==> src/rtl/uart_tx_fifo.sv <==
// uart_tx_fifo: buffered UART transmitter on a single clock (clk).
// The bus side pushes bytes into a 2**FIFO_AW deep FIFO. An FSM pops the
// bytes and sends them on txd as 8N1 frames, timed by an internal baud
// divider of CLK_DIV clk cycles per bit.
//
// Optional build macro: UART_TX_PARITY_EN. When it is defined, an even-parity
// bit is sent after the data bits and the frame becomes 8E1 (11 bit times).
//
// Ports:
//   clk       system clock, rising edge
//   rst_n     asynchronous active-low reset
//   wr_en     push request
//   wr_data   byte to push
//   full      FIFO holds 2**FIFO_AW entries (registered)
//   overflow  one-cycle pulse: a push was dropped because the FIFO was full
//   level     FIFO occupancy (registered)
//   idle      registered (state == IDLE && level == 0)
//   txd       serial output, registered, idles high
//
// state  | meaning
// IDLE   | line high, waiting for a queued byte
// START  | start bit (low)
// DATA   | 8 data bits, LSB first
// PARITY | even parity bit (only with UART_TX_PARITY_EN)
// STOP   | stop bit (high); pops the next byte back-to-back if one is queued
module uart_tx_fifo #(
    parameter int CLK_DIV = 434,
    parameter int FIFO_AW = 4
) (
    input  logic               clk,
    input  logic               rst_n,
    input  logic               wr_en,
    input  logic [7:0]         wr_data,
    output logic               full,
    output logic               overflow,
    output logic [FIFO_AW:0]   level,
    output logic               idle,
    output logic               txd
);

    localparam int              DEPTH   = 1 << FIFO_AW;
    localparam logic [FIFO_AW:0] DEPTH_L = (FIFO_AW+1)'(DEPTH);
    localparam logic [FIFO_AW:0] ONE_L   = (FIFO_AW+1)'(1);
    localparam logic [15:0]     BAUD_TC = 16'(CLK_DIV - 1);

`ifdef UART_TX_PARITY_EN
    typedef enum logic [2:0] {S_IDLE, S_START, S_DATA, S_PARITY, S_STOP} state_t;
`else
    typedef enum logic [1:0] {S_IDLE, S_START, S_DATA, S_STOP} state_t;
`endif

    logic [7:0]         mem [DEPTH];
    logic [FIFO_AW-1:0] wr_ptr, rd_ptr;
    logic [FIFO_AW:0]   level_nxt;
    logic               push, pop;

    state_t      state_q, state_nxt;
    logic [15:0] cnt_q, cnt_nxt;
    logic [2:0]  bit_q, bit_nxt;
    logic [7:0]  shift_q;
    logic        txd_nxt;
    logic        baud_end;

    // Full is judged on the pre-edge value, so a push at a full FIFO is
    // dropped even if the FSM pops at the same edge.
    assign push     = wr_en && !full;
    assign baud_end = (cnt_q == BAUD_TC);

    always_comb begin
        level_nxt = level;
        if (push && !pop)
            level_nxt = level + ONE_L;
        else if (pop && !push)
            level_nxt = level - ONE_L;
    end

    always_ff @(posedge clk) begin
        if (push)
            mem[wr_ptr] <= wr_data;
    end

    always_ff @(posedge clk or negedge rst_n) begin
        if (!rst_n) begin
            wr_ptr   <= '0;
            rd_ptr   <= '0;
            level    <= '0;
            full     <= 1'b0;
            overflow <= 1'b0;
        end else begin
            if (push)
                wr_ptr <= wr_ptr + 1'b1;
            if (pop)
                rd_ptr <= rd_ptr + 1'b1;
            level    <= level_nxt;
            full     <= (level_nxt == DEPTH_L);
            overflow <= wr_en && full;
        end
    end

    always_ff @(posedge clk or negedge rst_n) begin
        if (!rst_n) begin
            state_q <= S_IDLE;
            cnt_q   <= '0;
            bit_q   <= '0;
            shift_q <= '0;
            txd     <= 1'b1;
            idle    <= 1'b1;
        end else begin
            state_q <= state_nxt;
            cnt_q   <= cnt_nxt;
            bit_q   <= bit_nxt;
            if (pop)
                shift_q <= mem[rd_ptr];
            txd     <= txd_nxt;
            idle    <= (state_q == S_IDLE) && (level == '0);
        end
    end

    // txd is the registered image of the current state, so the line follows
    // a state change one cycle later; every bit still lasts CLK_DIV cycles.
    always_comb begin
        state_nxt = state_q;
        cnt_nxt   = baud_end ? 16'd0 : cnt_q + 16'd1;
        bit_nxt   = bit_q;
        pop       = 1'b0;
        txd_nxt   = 1'b1;
        case (state_q)
            S_IDLE: begin
                cnt_nxt = '0;
                if (level != '0) begin
                    pop       = 1'b1;
                    state_nxt = S_START;
                end
            end
            S_START: begin
                txd_nxt = 1'b0;
                if (baud_end) begin
                    bit_nxt   = '0;
                    state_nxt = S_DATA;
                end
            end
            S_DATA: begin
                txd_nxt = shift_q[bit_q];
                if (baud_end) begin
                    bit_nxt = bit_q + 3'd1;
                    if (bit_q == 3'd7) begin
`ifdef UART_TX_PARITY_EN
                        state_nxt = S_PARITY;
`else
                        state_nxt = S_STOP;
`endif
                    end
                end
            end
`ifdef UART_TX_PARITY_EN
            S_PARITY: begin
                txd_nxt = ^shift_q;
                if (baud_end)
                    state_nxt = S_STOP;
            end
`endif
            S_STOP: begin
                txd_nxt = 1'b1;
                if (baud_end) begin
                    if (level != '0) begin
                        pop       = 1'b1;
                        state_nxt = S_START;
                    end else begin
                        state_nxt = S_IDLE;
                    end
                end
            end
            default: state_nxt = S_IDLE;
        endcase
    end

endmodule

==> config.mk <==
export PLATFORM = sky130hd
export DESIGN_NAME = uart_tx_fifo
export DESIGN_NICKNAME = d
export VERILOG_FILES = /design/src/rtl/uart_tx_fifo.sv
export SDC_FILE = /design/constraint.sdc
export NUM_CORES = 1
export LEC_CHECK = 0
export CAP_MARGIN = 10
export CELL_PAD_IN_SITES_DETAIL_PLACEMENT = 0
export CELL_PAD_IN_SITES_GLOBAL_PLACEMENT = 2
export CORE_ASPECT_RATIO = 1.75
export CORE_MARGIN = 8
export CORE_UTILIZATION = 49
export CTS_CLUSTER_SIZE = 8
export DETAILED_ROUTE_END_ITERATION = 8
export DONT_BUFFER_PORTS = 1
export GPL_TIMING_DRIVEN = 0
export PLACE_DENSITY_LB_ADDON = 0.1
export SYNTH_ARGS = -nofsm -noshare
export SYNTH_HDL_FRONTEND = slang
export SYNTH_SLANG_ARGS = --single-unit
==> constraint.sdc <==
create_clock -name clk -period 3.3 [get_ports clk]
set_clock_uncertainty 0.05 [all_clocks]
set_input_delay 0.33 -clock clk [delete_from_list [all_inputs] [get_ports clk]]
set_output_delay 0.33 -clock clk [all_outputs]
set_load 0.05 [all_outputs]
; After elaboration in Yosys (flattened, before gate mapping)
; Memories as Yosys holds them, arrays and structs flattened. A register that Yosys moved wholly into a read port is not among the register bits.
; Cells that the tools add are included.
[classes]
n_addsub = 6
magnitude_cmp = 1
eq_ne = 11
mux = 22
n_reduce_logical = 15
[op_table]
columns = operator, count
row1 = $mux W16, 2
row2 = $add A16 B1 Y16 const B, 1
row3 = $eq A16 B9 Y1 const B, 1
row4 = $mux W2, 5
row5 = $mux W5, 2
row6 = $add A4 B1 Y4 const B, 2
row7 = $ne A2 B2 Y1 const B, 4
row8 = $pmux W2 S4, 1
row9 = $mux W1, 6
row10 = $mux W3, 2
row11 = $pmux W3 S2, 1
row12 = $add A5 B1 Y5 const B, 1
row13 = $eq A5 B5 Y1 const B, 1
row14 = $logic_and A1 B1 Y1, 5
row15 = $logic_not A5 Y1, 1
row16 = $reduce_and A5 Y1, 1
row17 = $reduce_bool A5 Y1, 1
row18 = $sub A5 B1 Y5 const B, 1
row19 = $eq A2 B2 Y1 const B, 2
row20 = $logic_not A1 Y1, 4
row21 = $lt A3 B4 Y1 const B, 1
row22 = $pmux W1 S2, 2
row23 = $add A3 B1 Y3 const B, 1
row24 = $bmux W1 S3, 1
row25 = 6 further kinds, 6
[totals]
register_bits = 38
mem_bits_rw = 128
in_bits = 11
wordCells = 66
n_memories = 1
[memory_table]
columns = name, words, width, rd, rd_clocked_by_memory_dff, wr, line
row1 = mem, 16, 8, 1, 1, 1, 52  ; logic [7:0] mem [DEPTH];

; Logic depth before layout (Yosys ltp)
; Gate-level depths: netlist of the first run.
[depth]
word_depth = 8
mapped_depth = 10
depth_no_buf = 8

; Least setup slack after synthesis of the first run
; OpenSTA, ideal clock, no wires.
[synth_timing]
kind = reg-to-reg
startpoint = register rd_ptr[0]
endpoint = register shift_q[0] (read register of mem)
setup_ps = 125
t_arrival_ps = 2458
required_time_ps = 3125
path_slack_ps = 667
stages_incl_launch_ff = 6
cell_sequence = dfrtp_1 clkbuf_1 buf_1 mux4_2 mux4_2 mux2_2
[synth_lines]
columns = element, line
row1 = start: declaration, 53  ; logic [FIFO_AW-1:0] wr_ptr, rd_ptr;
row2 = start signal: assignment, 93  ; rd_ptr <= rd_ptr + 1'b1;
row3 = end: declaration, 60  ; logic [7:0] shift_q;

==> results of run 1 <==
==> path summary, 6_finish.rpt <==
check | to | slack (ns) | from | cells after the start
worst min register to register | shift_q[6]$_DFFE_PN0P_ | 0.46 | shift_q[6]$_DFFE_PN0P_ | 1
worst min-delay path | level[3]$_DFF_PN0_ | 0.35 | rst_n | 2
worst max-delay path | shift_q[1]$_DFFE_PN0P_ | 0.23 | rd_ptr[0]$_DFFE_PN0P_ | 5
min in group clk | level[0]$_DFF_PN0_ | 0.36 | wr_en | 3
worst max register to register | shift_q[1]$_DFFE_PN0P_ | 0.23 | rd_ptr[0]$_DFFE_PN0P_ | 5
max in group asynchronous | txd$_DFF_PN1_ | 2.56 | rst_n | 2
==> what timing repair did <==
item                       in CTS  in global routing
setup buffers                   0                  0
setup endpoints to repair       8                  0
hold endpoints to repair      175                  0
hold buffers                   11                  0
resized for setup               1                  0
==> metrics by stage <==
step                      power [mW]  setup slack, ns
final                           6.92            0.233
after global routing            7.26           0.0496
after CTS                       7.03            0.148
after detailed placement        4.98           -0.150
after global placement          4.94           -0.100
after floorplan                 4.43            0.667
==> worst max-delay path, stage by stage, from the launching register on <==
cell      delay, ns
dfrtp_1        0.36
clkbuf_1       0.39
clkbuf_1       0.74
mux4_2         0.65
mux4_2         0.49
mux2_2         0.27
==> sequential cells by signal, indices dropped and copies added, names as in the netlist <==
signal,count
shift_q,8
idle,1
level,5
state_q,2
wr_ptr,4
bit_q,3
mem,128
overflow,1
rd_ptr,4
full,1
cnt_q,16
txd,1
==> power breakdown <==
group	leakage [nW]	switching (mW)	internal (mW)	total, mW
clock network	0.296	0.958	1.04	2.00
logic	0.902	0.975	0.889	1.86
registers	1.74	0.363	2.70	3.06
total	2.94	2.30	4.62	6.92
==> cells by family after synthesis <==
| kind of cell | synth area share (%) |
|---|---|
| AO/OA/AOI/OAI | 1.62 |
| AND/OR/NAND/NOR | 7.11 |
| flip-flops | 68.8 |
| buffers and inverters | 1.31 |
| adder cells (fa/ha/maj) | 2.93 |
| XOR/XNOR | 2.87 |
| multiplexers | 15.4 |
==> synthesized netlist by cell type, types with 2 or more instances <==
library cell,count
inv_1,8
nand4_1,4
nor3_1,2
mux2i_1,5
ha_1,17
xor2_1,13
a21oi_1,5
nor4b_1,2
clkbuf_1,9
mux2_2,9
nor2b_1,3
or4_1,2
and2_1,18
or3_1,3
xnor2_1,9
buf_1,4
edfxtp_1,128
and3_1,5
nor2_1,20
dfrtp_1,44
nand2_1,16
nand3_1,9
o21ai_0,7
mux4_2,42
a32o_1,2
dfstp_2,2
==> routing by layer <==
| layer | vias to the layer above | global-route usage [%] |
|---|---|---|
| met5 | - | 0 |
| met1 | 1819 | 15.7 |
| met4 | 0 | 5.00 |
| met3 | 13 | 3.39 |
| met2 | 60 | 31.5 |
| li1 | 1627 | - |
==> final cells by class <==
cell class	instances	area (µm²)
clock inverter	15	176
tap	183	229
sequential	174	5000
buffer	15	65.1
multi-input combinational	208	2180
fill	1155	6460
clock buffer	17	425
timing repair buffer	11	128
inverter	8	30.0
==> impl_metrics.csv, run 1 <==
group,metric,value,unit
hold_path,worstHoldPathType,"in -> async",
cts,cts-root-buf,"clkbuf_16",
detailed_routing,route.met3.wl,399,µm
detailed_routing,wl_met1,5030,µm
logic_synthesis,ys_warn_count,0,
layout,fin_util,56.0,%
detailed_routing,drt-wirelength-per-cell,22.4,µm
global_routing,grt_max_degree,47,
layout,final_layout_size_suffix_gt1_share,21.4,%
logic_synthesis,ys_seq_area_share,68.8,%
logic_synthesis,syn_area,7270,µm²
cts,insertion_delay,0.43,ns
logic_synthesis,synth-seq-cells,174,
sta,fin_crit_sh,92.9,%
place,numPortBuffers,0,
logic_synthesis,yosysTopAreaCell,"edfxtp_1",
detailed_routing,route.met2.wl,8540,µm
cts,htree_levels,4,
logic_synthesis,ys_async_sr_fraction,26.4,%
logic_synthesis,synth_edf_count,128,
detailed_routing,dr_total_vias,3519,
layout,antennaDiodeCount,0,
cts,cts_made_buffers,17,
run,max_cap_viol_count,0,
detailed_routing,wirelength,14100,µm
sta,min_period,3.07,ns
place,post_dp_cell_area,7500,µm²
sta,max_freq,0.326,GHz
logic_synthesis,syn-num-nets,433,
detailed_routing,highest_layer,"met4",
sta,hold_violations,0,
power_and_ir_drop,p_leak,2.94,nW
floorplanning,design.core.area,14700,µm²
status,status,"complete, no violations",
detailed_routing,ant_nets,0,
logic_synthesis,yosys_most_used_dff,"edfxtp_1",
sta,setup_viol,0,
cts,clkSinkCount,174,
cts,clkTransAtPathRegs,0.08,ns
logic_synthesis,synth_cells,405,
sta,slew_headroom,38.6,%
setup_path,start_kind,"flip-flop",
setup_path,required,3.56,ns
layout,fin_cells,631,
global_routing,antenna_found_initial,0,
floorplanning,fp.dieH,177,µm
place,post-dp-hpwl,10200,µm
power_and_ir_drop,power_density,840,nW/µm²
global_routing,grt_usage,16.0,%
layout,layout_commonest_cell,"edfxtp_1",
logic_synthesis,synth_top_area_share,52.9,%
setup_path,crit_arrival,3.32,ns
detailed_routing,firstDrtPassIters,4,
layout,final_nets,463,
sta,drv_slew,0,
sta,rsz0062_at_grt,"false",
cts,cts_tree,"done",
sta,worst_pin_slew,0.921,ns
detailed_routing,via_per_inst,5.58,
place,place_congestion,0.760,
global_routing,grt_pass1_wl,22000,µm
detailed_routing,drc,0,
sta,finalSetupTns,0,ns
logic_synthesis,synthTopCellsByArea,"edfxtp_1, dfrtp_1, mux4_2, ha_1, xor2_1",
logic_synthesis,synth_area_per_cell,17.9,µm²
detailed_routing,drtIter0Drc,130,
setup_path,path_class,"reg -> reg",
floorplanning,ios,20,
layout,final_area,8230,µm²
floorplanning,num_rows,59,
floorplanning,initial_core_util,49.5,%
cts,cts_buffer_depth,2,
layout,area_growth_syn_to_layout,13.3,%
layout,final_cell_mix,"edfxtp_1, dfrtp_1, mux4_2",
power_and_ir_drop,ir_worst_vdd,0.409,mV
sta,hold_ws,0.352,ns
logic_synthesis,ys_types,43,
floorplanning,die_w,108,µm
setup_path,critPathMaxFanout,10,
global_routing,gr-total-overflow,0,
place,place_inst,588,
setup_path,crit_path_end_kind,"flip-flop",
global_routing,grt_pass1_vias,3838,
floorplanning,die-area,19100,µm²
(Power assumes the default switching activity.)
==> run 2, diff against run 1 <==
- ABC_AREA: not set -> 1
- CORE_UTILIZATION: 49 -> 43
==> impl_metrics.csv, run 2 <==
group,metric,value,unit
place,numPortBuffers,0,
detailed_routing,dr_total_vias,5107,
layout,fin_util,49.2,%
global_routing,antenna_found_initial,0,
global_routing,grt_max_degree,47,
sta,finalSetupTns,0,ns
power_and_ir_drop,ir_worst_vdd,0.513,mV
logic_synthesis,ys_async_sr_fraction,26.4,%
setup_path,start_kind,"flip-flop",
setup_path,crit_path_end_kind,"flip-flop",
sta,hold_violations,0,
floorplanning,num_rows,64,
sta,worst_pin_slew,0.978,ns
cts,cts_buffer_depth,2,
detailed_routing,drc,0,
logic_synthesis,synth_most_common_cell,"edfxtp_1",
sta,setup_viol,0,
layout,regMostFlops,"mem",
status,status,"complete, no violations",
detailed_routing,drtIter0Drc,468,
cts,cts_tree,"done",
setup_path,crit_arrival,2.86,ns
floorplanning,fp.dieH,191,µm
logic_synthesis,yosysTopAreaCell,"edfxtp_1",
detailed_routing,firstDrtPassIters,5,
cts,clkTransAtPathRegs,0.07,ns
detailed_routing,via_per_inst,5.49,
cts,insertion_delay,0.43,ns
logic_synthesis,synth_common_cells,"edfxtp_1, nor2_1, o21ai_0, nand2_1, dfrtp_1",
setup_path,critPathMaxFanout,10,
power_and_ir_drop,p_leak,3.10,nW
layout,layout_commonest_cell,"edfxtp_1",
place,place_congestion,0.816,
layout,final_cell_mix,"edfxtp_1, nor2_1, o21ai_0",
place,dp_slack,0.696,ns
layout,largest_registers,"mem: 128 flops, cnt_q: 16 flops, shift_q: 8 flops",
logic_synthesis,syn_area,7560,µm²
global_routing,grt_pass1_wl,30400,µm
setup_path,path_class,"reg -> reg",
cts,cts_made_buffers,17,
detailed_routing,wirelength,20100,µm
detailed_routing,drt-wirelength-per-cell,21.6,µm
sta,min_period,2.59,ns
sta,drv_slew,0,
layout,final_layout_size_suffix_gt1_share,9.59,%
sta,fin_crit_sh,78.6,%
layout,antennaDiodeCount,0,
global_routing,grt_pass1_vias,5161,
layout,area_growth_syn_to_layout,13.1,%
floorplanning,die_w,116,µm
logic_synthesis,synth_area_per_cell,11.5,µm²
logic_synthesis,synthTopCellsByArea,"edfxtp_1, dfrtp_1, nor2_1, o21ai_0, ha_1",
layout,multi_input_area,2260,µm²
logic_synthesis,synth_edf_count,128,
logic_synthesis,ys_types,38,
global_routing,grt_usage,19.2,%
layout,final_area,8550,µm²
global_routing,gr-total-overflow,0,
sta,max_freq,0.385,GHz
logic_synthesis,synth-seq-cells,174,
setup_path,required,3.56,ns
floorplanning,initial_core_util,43.5,%
floorplanning,ios,20,
layout,largest_reg_flops,128,
sta,slew_headroom,34.6,%
logic_synthesis,yosys_most_used_dff,"edfxtp_1",
run,max_cap_viol_count,0,
sta,rsz0062_at_grt,"false",
place,post-dp-hpwl,14100,µm
logic_synthesis,synth_cells,656,
logic_synthesis,ys_seq_area_share,66.1,%
layout,regArea,5000,µm²
logic_synthesis,synth_top_area_share,50.8,%
logic_synthesis,syn-num-nets,684,
hold_path,worstHoldPathType,"in -> reg",
power_and_ir_drop,power_density,620,nW/µm²
place,post_dp_cell_area,7850,µm²
cts,htree_levels,4,
sta,worst_slack,0.705,ns
detailed_routing,ant_nets,0,
cts,clkSinkCount,174,
logic_synthesis,ys_warn_count,0,
layout,fillers,1596,
cts,cts-root-buf,"clkbuf_16",
floorplanning,design.core.area,17400,µm²
layout,final_nets,714,
floorplanning,die-area,22300,µm²
-- run 2: changes by cell type in the layout (fill, tap and decap cells not counted), sizes merged, moves of 11 or more --
cell    delta
o211ai    +11
o221ai    +21
and2      -18
nand3     +14
mux4      -42
o21ai     +69
nor2      +99
nand2     +48
o22ai     +12
inv       +27
-- run 2: metrics by stage --
step / power, mW / std cells / hold WS (ns)
finish: 5.30 / 930 / 0.253
global route: 5.51 / 930 / 0.277
CTS: 5.35 / 930 / 0.247
detailed placement: 3.35 / 887 / -0.0140
global placement: 3.33 / 887 / -0.0141
floorplan: 3.17 / 656 / -0.0156
-- run 2: report_power, final --
group	internal [mW]	leakage (nW)	total, mW	switching [mW]
sequential	2.57	1.74	2.77	0.206
clock	1.11	0.265	1.96	0.847
combinational	0.162	1.10	0.570	0.408
-- run 2: routing by layer --
layer / track usage, % / routed length (µm)
met1: 19.4 / 7320
met2: 34.8 / 10900
met3: 3.48 / 772
met4: 12.2 / 1100
met5: 0 / 0
-- run 2: cell families after synthesis --
| logic type | share of synthesized area (%) |
|---|---|
| compound gates | 11.7 |
| xor+xnor | 1.62 |
| fa+ha+maj | 2.81 |
| buf+inv | 4.04 |
| flops | 66.1 |
| simple gates | 13.8 |
-- run 2: layout make-up --
cell class                 count  share of cell area, %
clock buffer                  18                   5.02
timing repair buffer          11                   1.49
sequential                   174                   58.4
inverter                      47                   2.06
multi-input combinational    407                   26.4
tap                          231                   3.38
buffer                        28                   1.51
clock inverter                14                   1.68
-- run 2: path summary, 6_finish.rpt --
kind                            cells past startpoint               endpoint                from  slack (ns)
worst max-delay path                               12  rd_ptr[3]$_DFFE_PN0P_  level[0]$_DFF_PN0_        0.71
worst min-delay path                                4  wr_ptr[0]$_DFFE_PN0P_               wr_en        0.25
worst max register to register                     12  rd_ptr[3]$_DFFE_PN0P_  level[0]$_DFF_PN0_        0.71
worst min register to register                      1     cnt_q[0]$_DFF_PN0_  cnt_q[0]$_DFF_PN0_        0.46
max in group asynchronous                           2          txd$_DFF_PN1_               rst_n        2.58
min in group asynchronous                           2     level[4]$_DFF_PN0_               rst_n        0.35
-- run 2: worst max-delay path, stage by stage (launching register included) --
cell	delay (ns)
dfrtp_1	0.70
inv_1	0.23
ha_1	0.28
inv_1	0.06
nor2_1	0.04
a21boi_1	0.24
nand3_2	0.12
nand2_4	0.13
nand2_4	0.10
inv_1	0.10
buf_6	0.14
nand4_1	0.10
xor2_1	0.18
-- run 2: timing repair --
| action | 4_1_cts | 5_1_grt |
|---|---|---|
| resized for setup | 0 | 0 |
| hold buffers | 11 | 0 |
| setup buffers | 0 | 0 |
| endpoints found under the setup margin | 0 | 0 |
| endpoints found under the hold margin | 175 | 0 |
==> run 3, diff against run 2 <==
- ABC_AREA: 1 -> 0
- CORE_UTILIZATION: 43 -> 44
- clock period: 3.3 -> 2.1 ns (I/O delays scaled with it)
==> impl_metrics.csv, run 3 (same netlist as run 1, synthesis figures left out) <==
group,metric,value,unit
setup_path,crit_start,"cnt_q[1]$_DFF_PN0_",
layout,fin_util,52.7,%
layout,final_cell_mix,"edfxtp_1, mux4_2, dfrtp_1",
floorplanning,initial_core_util,44.6,%
sta,min_period,2.39,ns
sta,slew_headroom,43.7,%
sta,setup_viol,64,
global_routing,grt_max_degree,47,
place,dp_slack,-1.04,ns
place,post-dp-hpwl,10100,µm
layout,layout_commonest_cell,"edfxtp_1",
cts,clkTransAtPathRegs,0.07,ns
setup_path,start_kind,"flip-flop",
global_routing,grt_usage,15.0,%
floorplanning,fp.dieH,186,µm
run,max_cap_viol_count,0,
sta,worst_pin_slew,0.845,ns
floorplanning,ios,20,
sta,rsz0062_at_grt,"true",
cts,htree_levels,4,
sta,drv_slew,0,
detailed_routing,via_per_inst,5.46,
hold_path,worstHoldPathType,"in -> reg",
layout,largest_reg_flops,128,
cts,insertion_delay,0.43,ns
floorplanning,die-area,21000,µm²
layout,final_nets,472,
setup_path,path_class,"reg -> reg",
hold_path,min_from,"wr_en",
setup_path,r2r_start,"cnt_q[1]$_DFF_PN0_",
power_and_ir_drop,totalPowerFinal,11.5,mW
setup_path,crit_path_end_kind,"flip-flop",
layout,regArea,5000,µm²
cts,cts_buffer_depth,2,
detailed_routing,wirelength,14300,µm
sta,hold_violations,0,
layout,multi_input_area,2330,µm²
layout,fin_cells,649,
status,violations,"negative setup slack",
detailed_routing,drtIter0Drc,169,
layout,final_layout_size_suffix_gt1_share,32.8,%
cts,cts_tree,"done",
global_routing,grt_pass1_vias,3894,
sta,finalSetupTns,-4.81,ns
detailed_routing,drt-wirelength-per-cell,22.1,µm
sta,worst_slack,-0.295,ns
setup_path,reg2reg_depth,10,
layout,area_growth_syn_to_layout,18.0,%
cts,cts_made_buffers,17,
place,place_inst,597,
detailed_routing,dr_total_vias,3545,
setup_path,required,2.38,ns
power_and_ir_drop,ir_worst_vdd,0.810,mV
floorplanning,num_rows,62,
sta,max_freq,0.418,GHz
power_and_ir_drop,power_density,1340,nW/µm²
floorplanning,design.core.area,16300,µm²
global_routing,grt_pass1_wl,22700,µm
place,post_dp_cell_area,7560,µm²
sta,hold_ws,0.158,ns
place,numPortBuffers,0,
setup_path,critPathMaxFanout,7,
floorplanning,die_w,113,µm
detailed_routing,firstDrtPassIters,4,
detailed_routing,drc,0,
cts,cts-root-buf,"clkbuf_16",
layout,largest_registers,"mem: 128 flops, cnt_q: 16 flops, shift_q: 8 flops",
layout,fillers,1322,
detailed_routing,ant_nets,0,
status,status,"finished, violations left",
cts,clkSinkCount,174,
sta,fin_crit_sh,114,%
power_and_ir_drop,p_leak,3.11,nW
layout,antennaDiodeCount,0,
setup_path,crit_arrival,2.68,ns
layout,regMostFlops,"mem",
place,place_congestion,0.726,
layout,final_area,8580,µm²
global_routing,antenna_found_initial,0,
global_routing,gr-total-overflow,0,
hold_path,hold_depth,3,
run 3: changes by cell type in the layout (fill, tap and decap cells not counted), moves of 11 or more:
cell / delta
o211ai_1: -11
clkbuf_1: -19
o221ai_1: -21
nor2_1: -94
o22ai_1: -12
nand3_1: -11
o21ai_0: -73
nand2_1: -40
inv_1: -36
and2_2: +14
mux4_2: +42
run 3: cell type report:
cell class	count	area share [%]
multi-input combinational	208	27.2
buffer	14	1.69
clock inverter	15	2.16
clock buffer	17	4.96
timing repair buffer	21	2.54
inverter	8	0.350
sequential	174	58.3
tap	192	2.80
run 3: repair_timing:
action | 4_1_cts | 5_1_grt
hold buffers | 11 | 0
buffers inserted | 8 | 2
pin swaps | 4 | 2
hold endpoints to repair | 175 | 0
endpoints found under the setup margin | 168 | 161
gates resized for setup | 43 | 20
run 3: power by group:
part           internal (mW)  leakage, nW  switching (mW)
sequential              4.25         1.74           0.578
clock                   1.82        0.300            1.43
combinational           1.75         1.07            1.66
total                   7.82         3.11            3.68
run 3: worst max-delay path, cell delays in order (launching register included):
cell,delay (ns)
dfrtp_1,0.38
inv_1,0.05
ha_1,0.12
or4bb_4,0.47
nor4_4,0.25
buf_4,0.17
o21ai_2,0.05
buf_6,0.15
mux2i_1,0.14
xor2_1,0.17
nor4b_2,0.29
run 3: layer usage:
layer | wire (µm) | global-route usage, % | up-vias
met3 | 249 | 3.12 | 16
met4 | 251 | 6.00 | 0
li1 | - | - | 1643
met2 | 8800 | 29.9 | 29
met1 | 5030 | 14.3 | 1857
met5 | 0 | 0 | -
run 3: worst paths after layout:
| path | endpoint | slack (ns) |
|---|---|---|
| min in group asynchronous | cnt_q[14]$_DFF_PN0_ | 0.24 |
| setup reg to reg | full$_DFF_PN0_ | -0.29 |
| setup / recovery | full$_DFF_PN0_ | -0.29 |
| hold / removal | level[0]$_DFF_PN0_ | 0.16 |
| hold reg to reg | shift_q[2]$_DFFE_PN0P_ | 0.47 |
| max in group asynchronous | txd$_DFF_PN1_ | 1.47 |
